<file path="src/rtl/uart_tx_frame_if.sv">
// Word handshake between the parent core and the UART transmitter.
// The core (master) offers tx_data/tx_valid, and the transmitter (slave) answers with tx_ready.
interface uart_tx_frame_if #(
    parameter int DATA_BITS = 8
);
    logic [DATA_BITS-1:0] tx_data;
    logic                 tx_valid;
    logic                 tx_ready;

    modport master (output tx_data, output tx_valid, input  tx_ready);
    modport slave  (input  tx_data, input  tx_valid, output tx_ready);
endinterface

</file>
<file path="src/rtl/uart_tx_frame.sv">
// Parametrised UART transmitter fed by a small circular FIFO.
// Queued words go out back-to-back, with each stop bit followed directly by the next start bit.
module uart_tx_frame #(
    parameter int FREQ       = 12000000,
    parameter int BAUD       = 9600,
    parameter int DATA_BITS  = 8,
    parameter int PARITY     = 0,
    parameter int STOP_BITS  = 1,
    parameter int FIFO_DEPTH = 4
) (
    input  logic                          clk,
    input  logic                          nrst,
    uart_tx_frame_if.slave                bus,
    output logic                          tx,
    output logic                          busy,
    output logic [$clog2(FIFO_DEPTH):0]   fifo_count
);
    localparam int DIV = FREQ / BAUD;
    localparam int CW  = $clog2(DIV);
    localparam int PW  = $clog2(FIFO_DEPTH);
    localparam logic [CW-1:0] BAUD_LAST = CW'(DIV - 1);
    localparam logic [3:0]    DATA_LAST = 4'(DATA_BITS - 1);
    localparam logic [3:0]    STOP_LAST = 4'(STOP_BITS - 1);

    typedef enum logic [2:0] {IDLE, START, DATA, PAR, STOP} state_t;

    state_t               state;
    logic [CW-1:0]        baud_cnt;
    logic [3:0]           bit_cnt;
    logic [DATA_BITS-1:0] shreg;
    logic                 par_bit;

    logic [DATA_BITS-1:0] mem [FIFO_DEPTH];
    logic [PW-1:0]        wr_ptr, rd_ptr;
    logic [DATA_BITS-1:0] head;
    logic                 push, pop, baud_tick, stop_done, fifo_nonempty;

    assign bus.tx_ready  = (fifo_count != (PW+1)'(FIFO_DEPTH));
    assign push          = bus.tx_valid && bus.tx_ready;
    assign fifo_nonempty = (fifo_count != '0);
    assign head          = mem[rd_ptr];
    assign baud_tick     = (baud_cnt == BAUD_LAST);
    assign stop_done     = (state == STOP) && baud_tick && (bit_cnt == STOP_LAST);
    // Pop uses the registered count, so a word pushed into an empty FIFO waits one edge.
    assign pop           = fifo_nonempty && ((state == IDLE) || stop_done);

    // NOTE: storage has no reset; the pointers and count alone define what is valid.
    always_ff @(posedge clk) begin
        if (push) mem[wr_ptr] <= bus.tx_data;
    end

    always_ff @(posedge clk) begin
        if (nrst) begin
            wr_ptr     <= '0;
            rd_ptr     <= '0;
            fifo_count <= '0;
        end else begin
            if (push) wr_ptr <= wr_ptr + 1'b1;
            if (pop)  rd_ptr <= rd_ptr + 1'b1;
            case ({push, pop})
                2'b10:   fifo_count <= fifo_count + 1'b1;
                2'b01:   fifo_count <= fifo_count - 1'b1;
                default: fifo_count <= fifo_count;
            endcase
        end
    end

    always_ff @(posedge clk) begin
        if (nrst) begin
            state    <= IDLE;
            tx       <= 1'b1;
            busy     <= 1'b0;
            baud_cnt <= '0;
            bit_cnt  <= '0;
            shreg    <= '0;
            par_bit  <= 1'b0;
        end else begin
            case (state)
                IDLE: begin
                    if (pop) begin
                        shreg    <= head;
                        par_bit  <= (PARITY == 1) ? ~^head : ^head;
                        state    <= START;
                        tx       <= 1'b0;
                        busy     <= 1'b1;
                        baud_cnt <= '0;
                    end
                end
                START: begin
                    baud_cnt <= baud_tick ? '0 : baud_cnt + 1'b1;
                    if (baud_tick) begin
                        state   <= DATA;
                        bit_cnt <= '0;
                        tx      <= shreg[0];
                        shreg   <= shreg >> 1;
                    end
                end
                DATA: begin
                    baud_cnt <= baud_tick ? '0 : baud_cnt + 1'b1;
                    if (baud_tick) begin
                        if (bit_cnt == DATA_LAST) begin
                            bit_cnt <= '0;
                            state   <= (PARITY != 0) ? PAR : STOP;
                            tx      <= (PARITY != 0) ? par_bit : 1'b1;
                        end else begin
                            bit_cnt <= bit_cnt + 1'b1;
                            tx      <= shreg[0];
                            shreg   <= shreg >> 1;
                        end
                    end
                end
                PAR: begin
                    baud_cnt <= baud_tick ? '0 : baud_cnt + 1'b1;
                    if (baud_tick) begin
                        state   <= STOP;
                        bit_cnt <= '0;
                        tx      <= 1'b1;
                    end
                end
                STOP: begin
                    baud_cnt <= baud_tick ? '0 : baud_cnt + 1'b1;
                    if (baud_tick) begin
                        if (bit_cnt != STOP_LAST) begin
                            bit_cnt <= bit_cnt + 1'b1;
                        end else if (pop) begin
                            bit_cnt <= '0;
                            shreg   <= head;
                            par_bit <= (PARITY == 1) ? ~^head : ^head;
                            state   <= START;
                            tx      <= 1'b0;
                        end else begin
                            bit_cnt <= '0;
                            state   <= IDLE;
                            tx      <= 1'b1;
                            busy    <= 1'b0;
                        end
                    end
                end
                default: begin
                    state <= IDLE;
                    tx    <= 1'b1;
                    busy  <= 1'b0;
                end
            endcase
        end
    end
endmodule

</file>
<file path="src/flat_wrapper.sv">
// flat-port wrapper written by rule: the top's interface ports become plain ports
module uart_tx_frame_flat 
#(
    parameter int FREQ       = 12000000,
    parameter int BAUD       = 9600,
    parameter int DATA_BITS  = 8,
    parameter int PARITY     = 0,
    parameter int STOP_BITS  = 1,
    parameter int FIFO_DEPTH = 4
)
  (clk, nrst, tx, busy, fifo_count, bus_tx_data, bus_tx_valid, bus_tx_ready);
  uart_tx_frame_if #(.DATA_BITS(DATA_BITS)) bus_i ();
  input  logic clk;
  input  logic nrst;
  output logic tx;
  output logic busy;
  output logic [$clog2(FIFO_DEPTH):0] fifo_count;
  input wire logic [$bits(bus_i.tx_data)-1:0] bus_tx_data;
  input wire logic [$bits(bus_i.tx_valid)-1:0] bus_tx_valid;
  output wire logic [$bits(bus_i.tx_ready)-1:0] bus_tx_ready;
  assign bus_i.tx_data = bus_tx_data;
  assign bus_i.tx_valid = bus_tx_valid;
  assign bus_tx_ready = bus_i.tx_ready;
  uart_tx_frame #(.FREQ(FREQ), .BAUD(BAUD), .DATA_BITS(DATA_BITS), .PARITY(PARITY), .STOP_BITS(STOP_BITS), .FIFO_DEPTH(FIFO_DEPTH)) u_core (.clk(clk), .nrst(nrst), .bus(bus_i), .tx(tx), .busy(busy), .fifo_count(fifo_count));
endmodule
</file>
<file path="config.mk">
export PLATFORM = sky130hd
export DESIGN_NAME = uart_tx_frame_flat
export DESIGN_NICKNAME = d
export VERILOG_FILES = /design/src/rtl/uart_tx_frame_if.sv /design/src/rtl/uart_tx_frame.sv /design/src/flat_wrapper.sv
export SDC_FILE = /design/constraint.sdc
export NUM_CORES = 1
export LEC_CHECK = 0
export CAP_MARGIN = 20
export CORE_MARGIN = 3
export CORE_UTILIZATION = 40
export CTS_CLUSTER_SIZE = 30
export DETAILED_ROUTE_END_ITERATION = 8
export MAX_ROUTING_LAYER = met4
export PLACE_DENSITY = 0.63
export RECOVER_POWER = 100
export SLEW_MARGIN = 20
export SYNTH_ARGS = -nofsm -noshare
export SYNTH_HDL_FRONTEND = slang
export SYNTH_SLANG_ARGS = --single-unit
</file>
<file path="constraint.sdc">
create_clock -name clk -period 4.75 [get_ports clk]
set_input_delay 0.95 -clock clk [delete_from_list [all_inputs] [get_ports clk]]
set_output_delay 0.95 -clock clk [all_outputs]
set_load 0.005 [all_outputs]
</file>
==> results by group, run 1 <==
Status
  • Status: completed

CTS
  • Clock-pin slew on the worst setup and hold paths: 0.08 ns
  • CTS tree: done
  • CTS H-tree lvls: 3
  • Clock sinks: 69
  • CTS buffer count: 9
  • Clk_lat worst skew: 0.35 ns
  • Cts repair resizes: 0
  • Setup Fix Bufs, Post-CTS: 0
  • Clock tree buffer depth: 2
  • CTS Hold Bufs: 0
  • Root buffer cell: clkbuf_8

Worst setup path
  • Crit-path max FO: 8
  • Worst path cell trace: ha_1 -> nor4b_1 -> nand4_1 -> a21oi_1 -> ha_1 -> inv_1 -> fa_1 -> xor2_1 -> or3_1 -> a21oi_1
  • CP peak stage delay: 0.48 ns
  • Crit path DAT: 3.52 ns
  • Critical Path Start Type: register
  • Worst path buffer plus inverter count: 1
  • CP required: 5.04 ns
  • Setup crit end kind: register
  • Crit path kind: register to register
  • Delay-heaviest family, CP: simple AND/OR/NAND/NOR gates
  • Slowest CP cell: nor4b_1

Timing
  • Maximum clock frequency: 0.309 GHz
  • Unrepaired setup endpoints after global routing: false
  • Hold Fails Final Rpt: 0
  • Period utilization: 68.2%
  • Min Tclk post-route: 3.24 ns
  • Actual slew at the worst max-slew pin: 0.913 ns
  • Count of final setup violators: 0
  • Setup_tns: 0 ns
  • Worst rel slew slack: 39.1%
  • Clk_skew: 0.00819 ns
  • Max Slew Vio Count: 0

Power and ir drop
  • Maximum VDD drop: 0.285 mV
  • Leakage: 0.00129 uW
  • PD cells: 530 mW/mm2

Finish
  • Antenna Cells: 0
  • Share of post-route cells with drive strength above 1: 11.6%
  • FILL cells: 742
  • FF+latch area: 0.00170 mm2
  • Multi-input logic area: 0.00137 mm2
  • P&R area growth vs syn: 12.4%
  • Post-route cell area: 0.00363 mm2
  • Total Nets Final: 318

Floorplan
  • Die W: 95.9 um
  • Initial Util: 41.6%
  • DIE HEIGHT: 95.9 um
  • Die area: 0.00919 mm2
  • Top Ports: 17
  • Core ar.: 0.00777 mm2
  • Num rows: 32

Logic synthesis
  • Async SR Flop Fraction: 0%
  • Syn. warnings: 0
  • Syn Area/Cell: 11.4 um2
  • Post-Syn Area: 0.00323 mm2
  • Ys flop type: dfxtp_1
  • Post-Syn Nets: 304
  • Post-synth EDFFs: 32
  • Synth cell types: 52
  • Seq/Total Area, Yosys: 52.7%
  • Gate Count Post-Synth: 283
  • Synth Register Bits: 69

GRT
  • GRT busiest layer: met2
  • Met1 usage: 18.4%
  • Largest net degree at the start of global routing: 28
  • Initial antenna violation count: 0
  • Gr usage total: 14.3%
  • Global Route met2 Usage: 21.3%
  • Total gr overflow: 0
  • Vias in the first global route: 2039
  • First-pass GRT wire length: 9760 um
  • Met3 global-route usage: 3.83%

Routing
  • Via density: 5.21
  • DRC viols: 0
  • Drt wl/cell: 14.2 um
  • Detail Route Antenna Nets: 0
  • First-pass DRT Iterations: 4
  • Drt initial violations: 148
  • Routed wire length: 5730 um
  • Via count: 2104

Flow run
  • Max-Cap Viols: 0

Place
  • Buffers on Ports: 16
  • Final HPWL from detailed placement: 3910 um
  • GP Congestion: 0.786
  • DP Area: 0.00346 mm2

Worst hold path
  • Worst hold-check path type: register to register
-- worst register-to-register path, delay by kind of cell (launching register included) --
kind	cells	cell delay (ns)
adder cells (fa/ha/maj)	3	0.82
flip-flops	1	0.47
XOR/XNOR	1	0.17
AND/OR/NAND/NOR	3	1.17
AO/OA/AOI/OAI	2	0.49
buffers and inverters	1	0.07
-- cell usage after synthesis (3+ instances only) --
cell type  number  area, um2
or3_1           3       18.8
ha_1            9        113
nor2_1         26       97.6
xnor2_1         4       35.0
buf_2           4       20.0
o21ai_0        11       55.1
and2_1          3       18.8
nand2_1        13       48.8
a21oi_1        21        105
buf_1           4       15.0
clkbuf_1        4       15.0
inv_1          15       56.3
edfxtp_1       32        961
nand4_1         5       31.3
nor3_1          6       30.0
and3_1          7       43.8
dfxtp_1        37        741
xor2_1         11       96.3
mux4_2          8        180
nand3_1         8       40.0
a211oi_1        4       30.0
mux2i_1         7       70.1
a311oi_1        7       61.3
-- per-layer routing --
layer,share of wire (%),vias to the layer above,routed length (um)
li1,-,1073,-
met1,48,985,2760
met2,46,36,2660
met3,4.1,10,237
met4,1.3,0,72
met5,0,-,0
-- placed cells by master (no fill, tap or decap), types with 4 or more instances in the layout --
| master | n |
|---|---|
| dfxtp_1 | 37 |
| edfxtp_1 | 32 |
| nor2_1 | 26 |
| a21oi_1 | 21 |
| inv_1 | 15 |
| dlygate4sd3_1 | 15 |
| nand2_1 | 13 |
| o21ai_0 | 11 |
| xor2_1 | 11 |
| nand3_1 | 9 |
| ha_1 | 9 |
| clkbuf_8 | 9 |
| mux4_2 | 8 |
| and3_1 | 7 |
| mux2i_1 | 7 |
| a311oi_1 | 7 |
| nand4_1 | 6 |
| nor3_1 | 6 |
| xnor2_1 | 4 |
| a211oi_1 | 4 |
-- cell families (layout without fill, tap and decap cells) --
logic type	after synthesis	in the layout	synth area share [%]
compound gates	59	59	13.0
xor+xnor	15	15	4.07
fa+ha+maj	10	10	4.11
buf+inv	29	48	3.87
flops	69	69	52.7
mux	15	15	7.75
simple gates	86	86	14.6
-- stage by stage --
stage / worst slack [ns] / hold WS [ns] / instances / util (%) / power, uW
3_5_place_dp: 1.76 / 0.470 / 388 / 44.5 / 1460
6_report: 1.51 / 0.472 / 404 / 46.8 / 1920
4_1_cts: 1.84 / 0.488 / 404 / 47.2 / 1960
5_1_grt: 1.19 / 0.505 / 404 / 46.8 / 2060
3_3_place_gp: 1.83 / 0.462 / 388 / 44.5 / 1450
2_1_floorplan: 2.16 / 0.462 / 283 / - / 1320
-- layout make-up --
type | count | share of cell area (%)
Clock buffer | 9 | 3.41
Clock inverter | 7 | 2.31
Inverter | 15 | 1.55
Multi-Input combinational cell | 185 | 37.8
Sequential cell | 69 | 46.8
Tap cell | 102 | 3.51
Timing Repair Buffer | 17 | 4.62
-- worst paths after layout --
check	startpoint	endpoint	slack (ns)	depth (start not counted)
worst max-delay path	u_core.baud_cnt[0]	u_core.fifo_count[2]	1.51	10
worst min register to register	u_core.tx	u_core.tx	0.47	2
worst min-delay path	u_core.tx	u_core.tx	0.47	2
worst max register to register	u_core.baud_cnt[0]	u_core.fifo_count[2]	1.51	10
-- power by group --
| group | switching (uW) | internal [uW] |
|---|---|---|
| Combinational | 326 | 279 |
| Sequential | 92.8 | 728 |
| Clock | 248 | 250 |
-- flip-flops by register name (all words and copies together) (netlist names), named ones only --
name	count
u_core.wr_ptr	2
u_core.fifo_count	3
u_core.rd_ptr	2
u_core.baud_cnt	11
u_core.mem	32
u_core.bit_cnt	4
u_core.busy	1
u_core.shreg	8
u_core.state	3
u_core.tx	1
No activity file was read; power rests on OpenSTA's default activity.
==> run 2, diff against run 1 <==
--- a/config.mk
+++ b/config.mk
@@ -11,7 +11,7 @@
 export CTS_CLUSTER_SIZE = 30
 export DETAILED_ROUTE_END_ITERATION = 8
 export MAX_ROUTING_LAYER = met4
-export PLACE_DENSITY = 0.63
+export PLACE_DENSITY = 0.65
 export RECOVER_POWER = 100
 export SLEW_MARGIN = 20
 export SYNTH_ARGS = -nofsm -noshare
==> constraint.sdc (replaced) <==
create_clock -name clk -period 2.6 [get_ports clk]
set_input_delay 0.52 -clock clk [delete_from_list [all_inputs] [get_ports clk]]
set_output_delay 0.52 -clock clk [all_outputs]
set_load 0.005 [all_outputs]
==> run 2 against run 1 <==
Clock skew is 0.0047 ns higher. Flip-flop and latch count stayed put. Wire length is 6.1% higher. Via count is 5.4% higher. Core utilization is 1.7 points higher. Worst hold slack better by 0.017 ns. First-iteration DRC count is 1.4% lower. Register-to-register slack worse by 1.4 ns. Largest cell class unchanged. Sequential share of layout area is 1.6 points lower.
==> results by group, run 2 (same netlist as run 1, synthesis figures left out) <==
Status
  • Status: completed

CTS
  • CTS buffer count: 9 (unchanged)
  • Clock-pin slew on the worst setup and hold paths: 0.08 ns (about the same)
  • Clk_lat worst skew: 0.35 ns (about the same)
  • Clock tree buffer depth: 2 (unchanged)
  • CTS Hold Bufs: 0 (unchanged)
  • CTS tree: done
  • CTS H-tree lvls: 3 (unchanged)
  • Root buffer cell: clkbuf_8
  • Clock sinks: 69 (unchanged)

Routing
  • Detail Route Antenna Nets: 0 (unchanged)
  • DRC viols: 0 (unchanged)
  • First-pass DRT Iterations: 4 (unchanged)
  • Routed wire length: 6080 um (+6.1%)
  • Via density: 5.31 (+1.9%)
  • Drt initial violations: 146 (-1.4%)
  • Drt wl/cell: 14.5 um (+2.6%)
  • Via count: 2218 (+5.4%)

GRT
  • First-pass GRT wire length: 10200 um (+4.4%)
  • Vias in the first global route: 2134 (+4.7%)
  • Largest net degree at the start of global routing: 17 (-39%)
  • Global Route met2 Usage: 22.2% (+0.87 points)
  • Met1 usage: 19.1% (+0.72 points)
  • Initial antenna violation count: 0 (unchanged)
  • Total gr overflow: 0 (unchanged)
  • Gr usage total: 14.8% (+0.54 points)
  • Met3 global-route usage: 3.83% (unchanged)
  • GRT busiest layer: met2

Finish
  • Share of post-route cells with drive strength above 1: 17.7% (+6.1 points)
  • FILL cells: 720 (-3.0%)
  • Total Nets Final: 332 (+4.4%)
  • Antenna Cells: 0 (unchanged)
  • P&R area growth vs syn: 16.5%
  • Biggest register: u_core.mem
  • Core Util, Final: 48.5% (+1.7 points)
  • Largest registers: u_core.mem (32), u_core.baud_cnt (11), u_core.shreg (8)
  • Commonest cells after routing, fill and taps aside: 36 x dfxtp_1, 32 x edfxtp_1, 26 x nor2_1
  • Largest register FFs: 32 (unchanged)
  • Commonest non-fill, non-tap cell in the layout: dfxtp_1
  • Post-route cell area: 0.00376 mm2 (+3.6%)

Worst setup path
  • Cell mode on critical path: inv_1
  • Worst path buffer plus inverter count: 2 (+1)
  • Critical Path Start Type: register
  • Setup crit end kind: register
  • Worst path cell trace: inv_1 -> ha_1 -> nor3b_4 -> nand4_2 -> a21oi_2 -> ha_2 -> inv_1 -> fa_1 -> xor2_1 -> or3_1 -> a21oi_1
  • Worst r2r src: u_core.bit_cnt[0]
  • Delay-heaviest family, CP: adder cells
  • Crit-path max FO: 2 (-6)
  • Crit path DAT: 2.73 ns (-0.79 ns)
  • Crit path kind: register to register
  • Worst Setup SP: u_core.bit_cnt[0]
  • Slowest CP cell: fa_1
  • CP required: 2.89 ns (-2.15 ns)
  • CP peak stage delay: 0.37 ns (-0.11 ns)

Timing
  • Hold Fails Final Rpt: 0 (unchanged)
  • Min Tclk post-route: 2.44 ns (-0.794 ns)
  • Actual slew at the worst max-slew pin: 0.593 ns (-0.320 ns)
  • Period utilization: 94.0% (+26 points)
  • Worst rel slew slack: 60.4% (+21 points)
  • Clk_skew: 0.0129 ns (+0.00469 ns)
  • WHS: 0.488 ns (+0.0169 ns)
  • Setup_tns: 0 ns (unchanged)
  • Max Slew Vio Count: 0 (unchanged)
  • Maximum clock frequency: 0.409 GHz (+33%)
  • Count of final setup violators: 0 (unchanged)

Worst hold path
  • Worst hold-check path type: register to register
  • Hold_sp: u_core.tx

Power and ir drop
  • Psw: 1230 uW (+85%)
  • Switching share of power: 35.0% (+0.37 points)
  • Power share of the combinational group: 34.9% (+3.4 points)
  • Clock share of power: 23.1% (-2.8 points)
  • Internal power: 2290 uW (+82%)
  • Maximum VDD drop: 0.463 mV (+62%)
  • Leakage: 0.00138 uW (+6.3%)
  • Seq pwr share: 41.9% (-0.8 points)
  • PD cells: 936 mW/mm2 (+77%)

Place
  • GP Congestion: 0.770 (-2.1%)
  • Final HPWL from detailed placement: 4320 um (+10%)
  • DP Area: 0.00355 mm2 (+2.8%)
  • Buffers on Ports: 16 (unchanged)

Floorplan
  • Top Ports: 17 (unchanged)
  • Die W: 95.9 um (unchanged)
  • Num rows: 32 (unchanged)
  • DIE HEIGHT: 95.9 um (unchanged)
  • Die area: 0.00919 mm2 (unchanged)
  • Core ar.: 0.00777 mm2 (unchanged)
  • Initial Util: 41.6% (unchanged)

Flow run
  • Max-Cap Viols: 0 (unchanged)
-- run 2: cell types whose count changed in the layout (fill, tap and decap cells not counted), sizes merged --
cell,change
clkdlybuf4s50,+7
dlygate4sd3,-7
clkinv,-2
bufinv,-1
inv,+2
clkinvlp,+1
buf,+14
-- run 2: repair_timing --
item,4_1_cts,5_1_grt
pin swaps,0,2
buffers inserted,0,1
setup endpoints to repair,1,1
gates resized for setup,1,4
-- run 2: per-layer routing --
layer	wire, um	share of wire (%)
met4	95	1.6
met1	2860	47
met2	2940	48
met5	0	0
met3	175	2.9
-- run 2: worst reg2reg max path, delay by kind of cell (launching register included) --
kind            cells  cell delay, ns
fa+ha+maj           3            0.77
flops               1            0.32
simple gates        3            0.67
xor+xnor            1            0.17
compound gates      2            0.34
buf+inv             2            0.13
-- run 2: path summary, 6_finish.rpt --
path	end	slack [ns]	cells after the start
min	u_core.tx	0.49	2
max reg2reg	u_core.fifo_count[2]	0.16	11
min reg2reg	u_core.tx	0.49	2
max	u_core.fifo_count[2]	0.16	11
-- run 2: area by class of cell --
| cell class | count | area, um2 | share of cell area [%] |
|---|---|---|---|
| well taps | 102 | 128 | 3.39 |
| repair buffers | 31 | 273 | 7.25 |
| multi-input cells | 185 | 1420 | 37.6 |
| clock buffers | 9 | 124 | 3.29 |
| inverters | 15 | 56.3 | 1.50 |
| flip-flops and latches | 69 | 1700 | 45.2 |
| clock inverters | 7 | 63.8 | 1.70 |
-- run 2: per-stage QoR --
| step | setup slack [ns] | power [uW] | std cells |
|---|---|---|---|
| after floorplan | 0.00822 | 2410 | 283 |
| after global placement | 0.0880 | 2690 | 401 |
| after detailed placement | -0.000578 | 2720 | 401 |
| after CTS | 0.0886 | 3550 | 417 |
| after global routing | -0.0278 | 3780 | 418 |
| final | 0.157 | 3520 | 418 |
-- run 2: power groups by stage --
stage	sequential (uW)	clock, uW	combinational (uW)
after floorplan	1450	0	964
after global placement	1500	0	1190
after detailed placement	1500	0	1220
after CTS	1480	843	1220
after global routing	1510	896	1380
final	1480	815	1230
==> run 3, diff against run 2 <==
--- a/config.mk
+++ b/config.mk
@@ -8,10 +8,10 @@
 export CAP_MARGIN = 20
 export CORE_MARGIN = 3
 export CORE_UTILIZATION = 40
-export CTS_CLUSTER_SIZE = 30
+export CTS_CLUSTER_SIZE = 25
 export DETAILED_ROUTE_END_ITERATION = 8
 export MAX_ROUTING_LAYER = met4
-export PLACE_DENSITY = 0.65
+export PLACE_DENSITY = 0.63
 export RECOVER_POWER = 100
 export SLEW_MARGIN = 20
 export SYNTH_ARGS = -nofsm -noshare
==> constraint.sdc (replaced) <==
create_clock -name clk -period 2.45 [get_ports clk]
set_input_delay 0.49 -clock clk [delete_from_list [all_inputs] [get_ports clk]]
set_output_delay 0.49 -clock clk [all_outputs]
set_load 0.005 [all_outputs]
==> run 3 against run 2 <==
Sequential share of layout area shrank 0.57 points. Count of clock-buffer cells in the layout did not move. First-iteration DRC count grew 27%. Wire length up 1.4%. Largest cell class unchanged.
==> results by group, run 3 (same netlist as run 1, synthesis figures left out) <==
Status
  • Status: completed

Routing
  • Via count: 2231 (+0.59%)
  • Routed wire length: 6160 um (+1.4%)
  • Detail Route Antenna Nets: 0 (unchanged)
  • First-pass DRT Iterations: 4 (unchanged)
  • Drt wl/cell: 14.5 um (about the same)
  • DRC viols: 0 (unchanged)
  • Via density: 5.26 (-0.84%)
  • Drt initial violations: 185 (+27%)

Worst setup path
  • Setup crit end kind: register
  • Crit path DAT: 2.59 ns (-0.14 ns)
  • CP required: 2.72 ns (-0.17 ns)
  • Crit-path max FO: 2 (unchanged)
  • Slowest CP cell: dfxtp_2
  • Worst path cell trace: inv_2 -> ha_2 -> nor3b_4 -> nand4_2 -> a21oi_2 -> ha_2 -> inv_2 -> fa_2 -> xor2_1 -> or3_1 -> a21oi_1
  • Worst path buffer plus inverter count: 2 (unchanged)
  • CP peak stage delay: 0.33 ns (-0.04 ns)
  • Delay-heaviest family, CP: adder cells
  • Critical Path Start Type: register
  • Crit path kind: register to register

GRT
  • Gr usage total: 15.2% (+0.36 points)
  • First-pass GRT wire length: 10500 um (+2.6%)
  • Vias in the first global route: 2163 (+1.4%)
  • Largest net degree at the start of global routing: 17 (unchanged)
  • Total gr overflow: 0 (unchanged)
  • Initial antenna violation count: 0 (unchanged)

CTS
  • CTS buffer count: 9 (unchanged)
  • CTS H-tree lvls: 3 (unchanged)
  • Root buffer cell: clkbuf_8
  • Clock-pin slew on the worst setup and hold paths: 0.08 ns (about the same)
  • CTS tree: done
  • Clock sinks: 69 (unchanged)
  • Clock tree buffer depth: 2 (unchanged)
  • Clk_lat worst skew: 0.34 ns (about the same)

Finish
  • Share of post-route cells with drive strength above 1: 21.7% (+4.0 points)
  • Biggest register: u_core.mem
  • P&R area growth vs syn: 18.3%
  • Antenna Cells: 0 (unchanged)
  • Commonest cells after routing, fill and taps aside: 34 x dfxtp_1, 32 x edfxtp_1, 26 x nor2_1
  • Commonest non-fill, non-tap cell in the layout: dfxtp_1
  • Post-route cell area: 0.00382 mm2 (+1.6%)
  • Largest register FFs: 32 (unchanged)
  • Total Nets Final: 338 (+1.8%)
  • Final Non-Filler Cells: 424 (+1.4%)
  • Largest registers: u_core.mem (32), u_core.baud_cnt (11), u_core.shreg (8)

Power and ir drop
  • Leakage: 0.00140 uW (+1.6%)
  • Maximum VDD drop: 0.544 mV (+18%)
  • Final Power: 3790 uW (+7.6%)
  • PD cells: 992 mW/mm2 (+5.9%)

Timing
  • Actual slew at the worst max-slew pin: 0.581 ns (-0.0120 ns)
  • Worst rel slew slack: 61.2% (+0.80 points)
  • Max Slew Vio Count: 0 (unchanged)
  • Maximum clock frequency: 0.432 GHz (+5.5%)
  • Period utilization: 94.5% (+0.57 points)
  • Clk_skew: 0.00892 ns (-0.00396 ns)
  • Count of final setup violators: 0 (unchanged)
  • Hold Fails Final Rpt: 0 (unchanged)
  • Min Tclk post-route: 2.32 ns (-0.127 ns)

Floorplan
  • Core ar.: 0.00777 mm2 (unchanged)
  • Die W: 95.9 um (unchanged)
  • DIE HEIGHT: 95.9 um (unchanged)
  • Initial Util: 41.6% (unchanged)
  • Die area: 0.00919 mm2 (unchanged)
  • Top Ports: 17 (unchanged)
  • Num rows: 32 (unchanged)

Flow run
  • Max-Cap Viols: 0 (unchanged)

Place
  • GP Congestion: 0.824 (+7.1%)
  • DP Area: 0.00360 mm2 (+1.3%)
  • Buffers on Ports: 16 (unchanged)
  • Final HPWL from detailed placement: 4270 um (-1.1%)
  • Placed insts: 405 (+1.0%)

Worst hold path
  • Worst hold-check path type: register to register
-- run 3: cell count changes in the layout (fill, tap and decap cells not counted), moves of 2 or more --
cell | before | now
dfxtp_1 | 36 | 34
buf_4 | 15 | 21
inv_2 | 0 | 3
inv_6 | 2 | 4
inv_1 | 15 | 12
-- run 3: repair_timing --
action | 4_1_cts | 5_1_grt
endpoints found under the hold margin | 0 | 0
gates resized for setup | 0 | 8
hold buffers | 0 | 0
endpoints found under the setup margin | 0 | 1
buffers inserted | 0 | 3
-- run 3: worst paths after layout --
kind,end,slack [ns],start,cells after the start
worst max-delay path,u_core.fifo_count[2],0.13,u_core.bit_cnt[0],11
worst min-delay path,u_core.tx,0.50,u_core.tx,2
worst max register to register,u_core.fifo_count[2],0.13,u_core.bit_cnt[0],11
worst min register to register,u_core.tx,0.50,u_core.tx,2
-- run 3: per-layer routing --
metal | vias to the layer above | track usage [%] | part of all wire, %
met3 | 10 | 4.07 | 3.9
li1 | 1121 | - | -
met5 | - | - | 0
met1 | 1056 | 19.4 | 47
met4 | 0 | 5.45 | 1.4
met2 | 44 | 23.2 | 48
-- run 3: through the flow --
step                hold slack [ns]  utilization, %  setup TNS, ns  setup WS, ns
floorplan                     0.462               -              0       0.00560
global placement              0.490            46.3              0        0.0326
detailed placement            0.485            46.3       -0.00723      -0.00723
CTS                           0.502            48.7              0        0.0132
global route                  0.533            49.2        -0.0132       -0.0132
finish                        0.499            49.2              0         0.134
-- run 3: final cells by class --
type	instances	area, um2
Clock inverter	7	62.6
Timing Repair Buffer	37	318
Multi-Input combinational cell	185	1430
Clock buffer	9	124
Fill cell	713	3950
Inverter	15	56.3
Tap cell	102	128
Sequential cell	69	1710
-- run 3: power breakdown --
| part | switching [uW] | internal (uW) |
|---|---|---|
| Clock | 482 | 390 |
| Combinational | 697 | 654 |
| Sequential | 153 | 1410 |
-- run 3: worst register-to-register path, stage by stage, from the launching register on --
cell	delay [ns]
dfxtp_2	0.33
inv_2	0.05
ha_2	0.16
nor3b_4	0.20
nand4_2	0.16
a21oi_2	0.20
ha_2	0.21
inv_2	0.04
fa_2	0.32
xor2_1	0.15
or3_1	0.30
a21oi_1	0.13
